===== config.mk =====
export PLATFORM = sky130hd
export DESIGN_NAME = hub75_scan_ctrl
export DESIGN_NICKNAME = d
export VERILOG_FILES = /design/src/rtl/hub75_scan_ctrl.sv
export SDC_FILE = /design/constraint.sdc
export NUM_CORES = 1
export LEC_CHECK = 0
export ABC_AREA = 1
export BUFFER_PORTS_ARGS = -buffer_cell sky130_fd_sc_hd__buf_2
export CAP_MARGIN = 20
export CORE_MARGIN = 3
export CORE_UTILIZATION = 59
export CTS_CLUSTER_SIZE = 24
export DETAILED_ROUTE_END_ITERATION = 10
export GPL_TIMING_DRIVEN = 0
export PLACE_DENSITY = 0.78
export SKIP_CTS_REPAIR_TIMING = 1
export SYNTH_ARGS = -nofsm -noshare
export SYNTH_HDL_FRONTEND = slang
export SYNTH_SLANG_ARGS = --single-unit

===== constraint.sdc =====
create_clock -name clk -period 3.8 [get_ports clk]
set_input_delay 0.57 -clock clk [delete_from_list [all_inputs] [get_ports clk]]
set_output_delay 0.57 -clock clk [all_outputs]
set_load 0.02 [all_outputs]

===== src/rtl/hub75_scan_ctrl.sv =====
// HUB75 scan and bit-plane sequencer: walks rows and colour planes, hands each row shift
// to hub75_color_tx and drives row address and OE for binary-code-modulated on-times.
module hub75_scan_ctrl #(
  parameter int hpixel_p   = 64,
  parameter int vpixel_p   = 64,
  parameter int bpp_p      = 8,
  parameter int segments_p = 2
) (
  input  logic                                   clk,
  input  logic                                   rst,
  input  logic                                   i_enable,
  input  logic [7:0]                             i_base_cnt,
  input  logic [7:0]                             i_blank_cnt,
  input  logic                                   i_tx_ready,
  output logic                                   o_tx_start,
  output logic [$clog2(hpixel_p*vpixel_p)-1:0]   o_tx_init_addr,
  output logic [$clog2(bpp_p)-1:0]               o_tx_pix_bit,
  output logic [$clog2(vpixel_p/segments_p)-1:0] o_row_addr,
  output logic                                   o_oe_n,
  output logic                                   o_frame_done,
  output logic                                   o_busy
);
  localparam int rows_p          = vpixel_p / segments_p;
  localparam int row_width_p     = $clog2(rows_p);
  localparam int addr_width_p    = $clog2(hpixel_p * vpixel_p);
  localparam int pix_bit_width_p = $clog2(bpp_p);
  localparam int on_width_p      = 8 + bpp_p;

  typedef enum logic [2:0] {IDLE, ISSUE, WAIT_BUSY, WAIT_DONE, SHOW, BLANK} state_t;

  state_t                     state;
  logic [7:0]                 base_r;
  logic [7:0]                 blank_r;
  logic [7:0]                 blank_cnt;
  logic [on_width_p-1:0]      on_cnt;
  logic [row_width_p-1:0]     row;
  logic [pix_bit_width_p-1:0] plane;
  logic                       oe_r;
  logic [row_width_p-1:0]     row_nxt;
  logic [pix_bit_width_p-1:0] plane_nxt;

  assign row_nxt   = row + row_width_p'(1);
  assign plane_nxt = plane + pix_bit_width_p'(1);

  // A zero count would collapse a phase entirely, so it is stretched to one cycle.
  function automatic logic [7:0] at_least_one(input logic [7:0] v);
    return (v == 8'd0) ? 8'd1 : v;
  endfunction

  function automatic logic [addr_width_p-1:0] row_base(input logic [row_width_p-1:0] r);
    return addr_width_p'(r) * addr_width_p'(hpixel_p);
  endfunction

  always_ff @(posedge clk) begin
    if (rst) begin
      state          <= IDLE;
      row            <= '0;
      plane          <= '0;
      o_tx_start     <= 1'b0;
      o_tx_init_addr <= '0;
      o_tx_pix_bit   <= '0;
      o_row_addr     <= '0;
      oe_r           <= 1'b1;
      o_frame_done   <= 1'b0;
    end else begin
      o_tx_start   <= 1'b0;
      o_frame_done <= 1'b0;
      case (state)
        IDLE: begin
          oe_r <= 1'b1;
          if (i_enable) begin
            base_r         <= at_least_one(i_base_cnt);
            blank_r        <= at_least_one(i_blank_cnt);
            row            <= '0;
            plane          <= '0;
            o_tx_init_addr <= '0;
            o_tx_pix_bit   <= '0;
            state          <= ISSUE;
          end
        end
        ISSUE: begin
          if (i_tx_ready) begin
            o_tx_start <= 1'b1;
            state      <= WAIT_BUSY;
          end
        end
        WAIT_BUSY: begin
          if (!i_tx_ready) state <= WAIT_DONE;
        end
        WAIT_DONE: begin
          // Row lines move only here, while the panel is still dark.
          if (i_tx_ready) begin
            o_row_addr <= row;
            on_cnt     <= on_width_p'(base_r) << plane;
            oe_r       <= 1'b0;
            state      <= SHOW;
          end
        end
        SHOW: begin
          if (on_cnt <= on_width_p'(1)) begin
            oe_r      <= 1'b1;
            blank_cnt <= blank_r;
            state     <= BLANK;
          end else begin
            on_cnt <= on_cnt - on_width_p'(1);
          end
        end
        BLANK: begin
          if (blank_cnt > 8'd1) begin
            blank_cnt <= blank_cnt - 8'd1;
          end else if (plane != pix_bit_width_p'(bpp_p - 1)) begin
            plane          <= plane_nxt;
            o_tx_pix_bit   <= plane_nxt;
            o_tx_init_addr <= row_base(row);
            state          <= ISSUE;
          end else if (row != row_width_p'(rows_p - 1)) begin
            row            <= row_nxt;
            plane          <= '0;
            o_tx_pix_bit   <= '0;
            o_tx_init_addr <= row_base(row_nxt);
            state          <= ISSUE;
          end else begin
            o_frame_done <= 1'b1;
            if (i_enable) begin
              base_r         <= at_least_one(i_base_cnt);
              blank_r        <= at_least_one(i_blank_cnt);
              row            <= '0;
              plane          <= '0;
              o_tx_init_addr <= '0;
              o_tx_pix_bit   <= '0;
              state          <= ISSUE;
            end else begin
              state <= IDLE;
            end
          end
        end
        default: state <= IDLE;
      endcase
    end
  end

  // Reset blanks the panel combinationally so it never waits for an edge.
  assign o_oe_n = oe_r | rst;
  assign o_busy = (state != IDLE);

endmodule


==> results of run 1 <==
## sequential cells by signal, indices dropped and copies added, names as in the netlist
name	count
on_cnt	16
o_tx_init_addr	12
base_r	8
blank_cnt	8
blank_r	8
o_row_addr	5
row	5
o_tx_pix_bit	3
plane	3
state	3
o_frame_done	1
o_tx_start	1
oe_r	1
## per-stage QoR
stage	cells	instance area (um2)
floorplan	512	4010
CTS	649	4530
detailed placement	633	4340
finish	649	4530
global placement	630	4310
global route	649	4530
## worst max-delay path by stage
stage                      start   endpoint  slack (ns)  cells after the start
CTS                       row[1]  base_r[7]        1.09                      7
detailed placement        row[1]  base_r[1]        1.12                      7
global placement    blank_cnt[0]  base_r[1]       -0.18                      8
finish                    row[1]  base_r[7]        1.08                      7
floorplan           blank_cnt[0]  base_r[0]        0.62                      8
global route        blank_cnt[0]  base_r[7]        0.80                      9
## metal layers
metal  up-vias  wire length, um  share of wire [%]
li1       1786                -                  -
met1      1547             3920                 48
met2       100             3780                 46
met3         8              389                4.8
met4         0               98                1.2
met5         -                0                  0
## cells by family after synthesis
logic type	count (synthesis)	synth area share, %
AO/OA/AOI/OAI	72	10.2
XOR/XNOR	9	1.97
adder cells (fa/ha/maj)	8	2.50
buffers and inverters	87	8.81
flip-flops	74	47.0
multiplexers	3	0.750
AND/OR/NAND/NOR	259	28.8
## where the power goes
group	switching, mW	internal (mW)
Sequential	0.0491	0.951
Clock	0.303	0.275
Combinational	0.423	0.208
## Yosys cell counts, types with 4 or more instances
cell type	count
a21oi_1	19
buf_2	5
clkbuf_1	19
dfxtp_1	34
edfxtp_1	40
ha_1	8
inv_1	48
inv_2	8
nand2_1	129
nand2_2	7
nand3_1	35
nor2_1	56
nor2_2	4
nor3_1	10
nor4_1	4
o211ai_1	4
o21ai_0	31
o21ai_1	5
o221ai_1	4
xor2_1	7
## area by class of cell
cell class	instances	area [um2]	share of cell area (%)
inverters	59	225	4.98
multi-input cells	351	1780	39.3
repair buffers	44	229	5.06
clock buffers	10	149	3.29
well taps	77	96.3	2.13
plain buffers	28	128	2.82
clock inverters	6	40.0	0.885
flip-flops and latches	74	1880	41.6
## critical path, delay by kind of cell, from the launching register on
kind / cells / cell delay [ns]
and+or+nand+nor: 4 / 1.19
adders and majority gates: 2 / 0.50
DFF: 1 / 0.42
buffers and inverters: 1 / 0.32
==> run metrics, run 1 <==
status complete, no violations; CP required 3.85 ns; CORE AREA 6460 um2; Ys Warns 0; Slew Limit Fails 0; Synth top area share 30.0%; P&R area growth vs syn 13.0%; ranking of synthesized cells by area edfxtp_1 (30%), dfxtp_1 (17%), nand2_1 (12%); Starting Density 62.0%; share of cells above drive strength 1 17.8%; Final Setup Violations 0; unrepaired setup endpoints after global routing no; initial drt markers 320; total number of vias 3441; TNS Setup 0 ns; final core occ 70.1%; Unique masters post-synth 42; routability cong. 0.854; Max-slew headroom 33.9%; Routed Antenna Nets 0; clock root buffer clkbuf_8; Avg Cell Area, Syn 7.82 um2; #FFs+latches synth 74; Worst Setup End Kind flop; drt drc 0; area leader, netlist edfxtp_1; slowest CP cell nor4_2; GR Util met1 32.7%; fin crit share 71.7%; largest fanout on the critical path 9; Clock Tree Buf Depth 2; startpoint types flop; Max VDD drop 0.319 mV; pin count of the biggest net entering global routing 14; vias per cell 5.30; static leakage 1.99 nW; cell count after synthesis 512; max_cap viols 0; Congestion Overflow GR 0; hold path cells 2; Nets 595; Power Total 2.21 mW; grt met3 use 3.35%; first-pass GRT wire length 13900 um; Slew @ Worst Pin 0.984 ns; row cnt 29; CTS sink cnt 74; Hold WS 0.435 ns; achievable clock frequency 0.367 GHz; WL final 8190 um; worst slack, placed 1.12 ns; R2R Path Start row[1]; ys async rst share 0%; final hold violation count 0; slack of the worst reg-to-reg path 1.08 ns; commonest non-fill, non-tap cell in the layout nand2_1; Chip Height 88.4 um; routed len/inst 12.6 um; initial antenna violation count 0; met2 usage 34.9%; GRT Util Overall 22.6%; Post-synth EDFFs 40; syn nets 540; final worst slack 1.08 ns; Crit path largest cell delay 0.83 ns; Cell Pwr Density 488 nW/um2; ys flop type edfxtp_1; FILL cells 545; Crit Path Class flop to flop; Num CTS Buffers 9; die area 7810 um2; Worst Path Arrival 2.77 ns; drt pass-1 iters 5; register area share after synthesis 47.0%; hold endpoint o_tx_init_addr[4]; CTS tree built; DP HPWL 6270 um; num ports 44; Min-Delay Path Class flop to flop; Reg2Reg Depth 7; diode count 0; Critical R2R Capture base_r[7]; CTS H-Tree Depth 3; Port Buffer Count 41; busiest grt layer met2; CP Cell Sequence ha_1 -> nand2_1 -> nor2_1 -> ha_1 -> nor2_1 -> nor4_2 -> buf_4; Clock Pin Slew Worst Setup and Hold Paths 0.08 ns; clk_skew 0.0101 ns; hold path start o_tx_init_addr[4]; Clock Latency Late Sink 0.34 ns; most frequent cells in the layout nand2_1 (129), nor2_1 (56), inv_1 (48); Post-Syn Area 4010 um2; Final min period 2.72 ns; Die Width 88.4 um; number of global-route vias before repair 3087
Power figures use the tool's default switching activity.
==> run 2: changes to the inputs <==
--- a/config.mk
+++ b/config.mk
@@ -9,11 +9,11 @@
 export BUFFER_PORTS_ARGS = -buffer_cell sky130_fd_sc_hd__buf_2
 export CAP_MARGIN = 20
 export CORE_MARGIN = 3
-export CORE_UTILIZATION = 59
+export CORE_UTILIZATION = 53
 export CTS_CLUSTER_SIZE = 24
 export DETAILED_ROUTE_END_ITERATION = 10
 export GPL_TIMING_DRIVEN = 0
-export PLACE_DENSITY = 0.78
+export PLACE_DENSITY = 0.74
 export SKIP_CTS_REPAIR_TIMING = 1
 export SYNTH_ARGS = -nofsm -noshare
 export SYNTH_HDL_FRONTEND = slang
==> constraint.sdc (replaced) <==
create_clock -name clk -period 2.4 [get_ports clk]
set_input_delay 0.36 -clock clk [delete_from_list [all_inputs] [get_ports clk]]
set_output_delay 0.36 -clock clk [all_outputs]
set_load 0.02 [all_outputs]
==> run metrics, run 2 (synthesized netlist as in run 1, its figures left out) <==
Largest register FFs 16; Max VDD drop 0.407 mV; fin crit share 91.4%; Num CTS Buffers 9; CORE AREA 7290 um2; Max-slew headroom 65.5%; total number of vias 3466; achievable clock frequency 0.456 GHz; WL final 8470 um; FILL cells 644; share of cells above drive strength 1 18.0%; number of cells after detailed placement 654; max_cap viols 0; Cell Int Power 2.55 mW; diode count 0; Largest Register on_cnt; Starting Density 54.9%; Reg power frac 41.8%; initial drt markers 262; Slew Limit Fails 0; final core occ 63.6%; Die Width 92.9 um; CP required 2.46 ns; P&R area growth vs syn 15.9%; unrepaired setup endpoints after global routing no; initial antenna violation count 0; commonest non-fill, non-tap cell in the layout nand2_1; clk_skew 0.00995 ns; drt drc 0; Clock power frac 30.8%; first-pass GRT wire length 14500 um; routability cong. 0.866; Clock Pin Slew Worst Setup and Hold Paths 0.07 ns; Register Area 1880 um2; clock root buffer clkbuf_8; static leakage 2.03 nW; GRT Util Overall 21.0%; Final Setup Violations 0; final hold violation count 0; final worst slack 0.206 ns; hold path start i_base_cnt[0]; final cell count without fillers 671; row cnt 31; Net Sw Power 1.24 mW; Congestion Overflow GR 0; R2R Path Start blank_cnt[0]; Nets 595; Routed Antenna Nets 0; DP HPWL 6350 um; die area 8640 um2; Clock Tree Buf Depth 2; pin count of the biggest net entering global routing 17; Clock Latency Late Sink 0.35 ns; most frequent cells in the layout nand2_1 (129), nor2_1 (55), inv_1 (48); top flop regs on_cnt x16, o_tx_init_addr x12; crit path from blank_cnt[0]; Worst Setup End Kind flop; switching portion of total power 32.7%; vias per cell 5.17; Chip Height 92.9 um; CTS sink cnt 74; Min-Delay Path Class primary input to flop; status complete, no violations; largest fanout on the critical path 16; Final min period 2.19 ns; num ports 44; Worst Path Arrival 2.25 ns; Power Total 3.79 mW; CTS tree built; Port Buffer Count 41; CTS H-Tree Depth 3; routed len/inst 12.6 um; drt pass-1 iters 4; number of global-route vias before repair 3294; Cell Pwr Density 816 nW/um2; worst slack, placed -0.163 ns; Multi-input gate area 1790 um2; Crit Path Class flop to flop; Comb pwr share 27.3%; startpoint types flop; Slew @ Worst Pin 0.518 ns
-- run 2: power by group through the flow --
| stage | Clock [mW] | Sequential [mW] | Combinational, mW |
|---|---|---|---|
| 4_1_cts | 1.19 | 1.58 | 1.01 |
| 3_5_place_dp | 0 | 1.61 | 0.999 |
| 5_1_grt | 1.25 | 1.60 | 1.17 |
| 3_3_place_gp | 0 | 1.61 | 0.960 |
| 2_1_floorplan | 0 | 1.61 | 0.762 |
| 6_report | 1.17 | 1.58 | 1.03 |
-- run 2: final timing paths --
path	to	cells past startpoint	slack [ns]
setup / recovery	base_r[6]	9	0.21
setup reg to reg	base_r[6]	9	0.21
hold / removal	base_r[0]	2	0.26
hold reg to reg	o_tx_init_addr[11]	2	0.44
-- run 2: stage by stage --
step / hold slack [ns] / TNS (ns) / area [um2]
2_1_floorplan: 0.468 / 0 / 4020
3_3_place_gp: 0.422 / -6.01 / 4350
3_5_place_dp: 0.424 / -2.59 / 4360
4_1_cts: 0.249 / -2.63 / 4610
5_1_grt: 0.264 / 0 / 4640
6_report: 0.262 / 0 / 4640
-- run 2: final cells by class --
type	count	share of cell area, %
sequential	74	40.5
clock buffer	14	4.66
buffer	28	2.75
timing repair buffer	44	5.12
tap	99	2.67
clock inverter	2	0.755
inverter	59	4.85
multi-input combinational	351	38.6
-- run 2: routing by layer --
layer | wire, um | global-route usage (%) | vias up
met1 | 4020 | 28.5 | 1579
met5 | 0 | 0 | -
met3 | 411 | 4.14 | 15
met4 | 144 | 10.5 | 0
met2 | 3890 | 31.9 | 84
li1 | - | - | 1788
-- run 2: worst max-delay path, stage by stage, from the launching register on --
cell      delay (ns)
edfxtp_1        0.44
inv_1           0.11
ha_1            0.20
nor2_1          0.07
nor2_1          0.12
nand2_2         0.13
nand2_1         0.18
nand2_2         0.12
nor4_4          0.34
buf_12          0.19
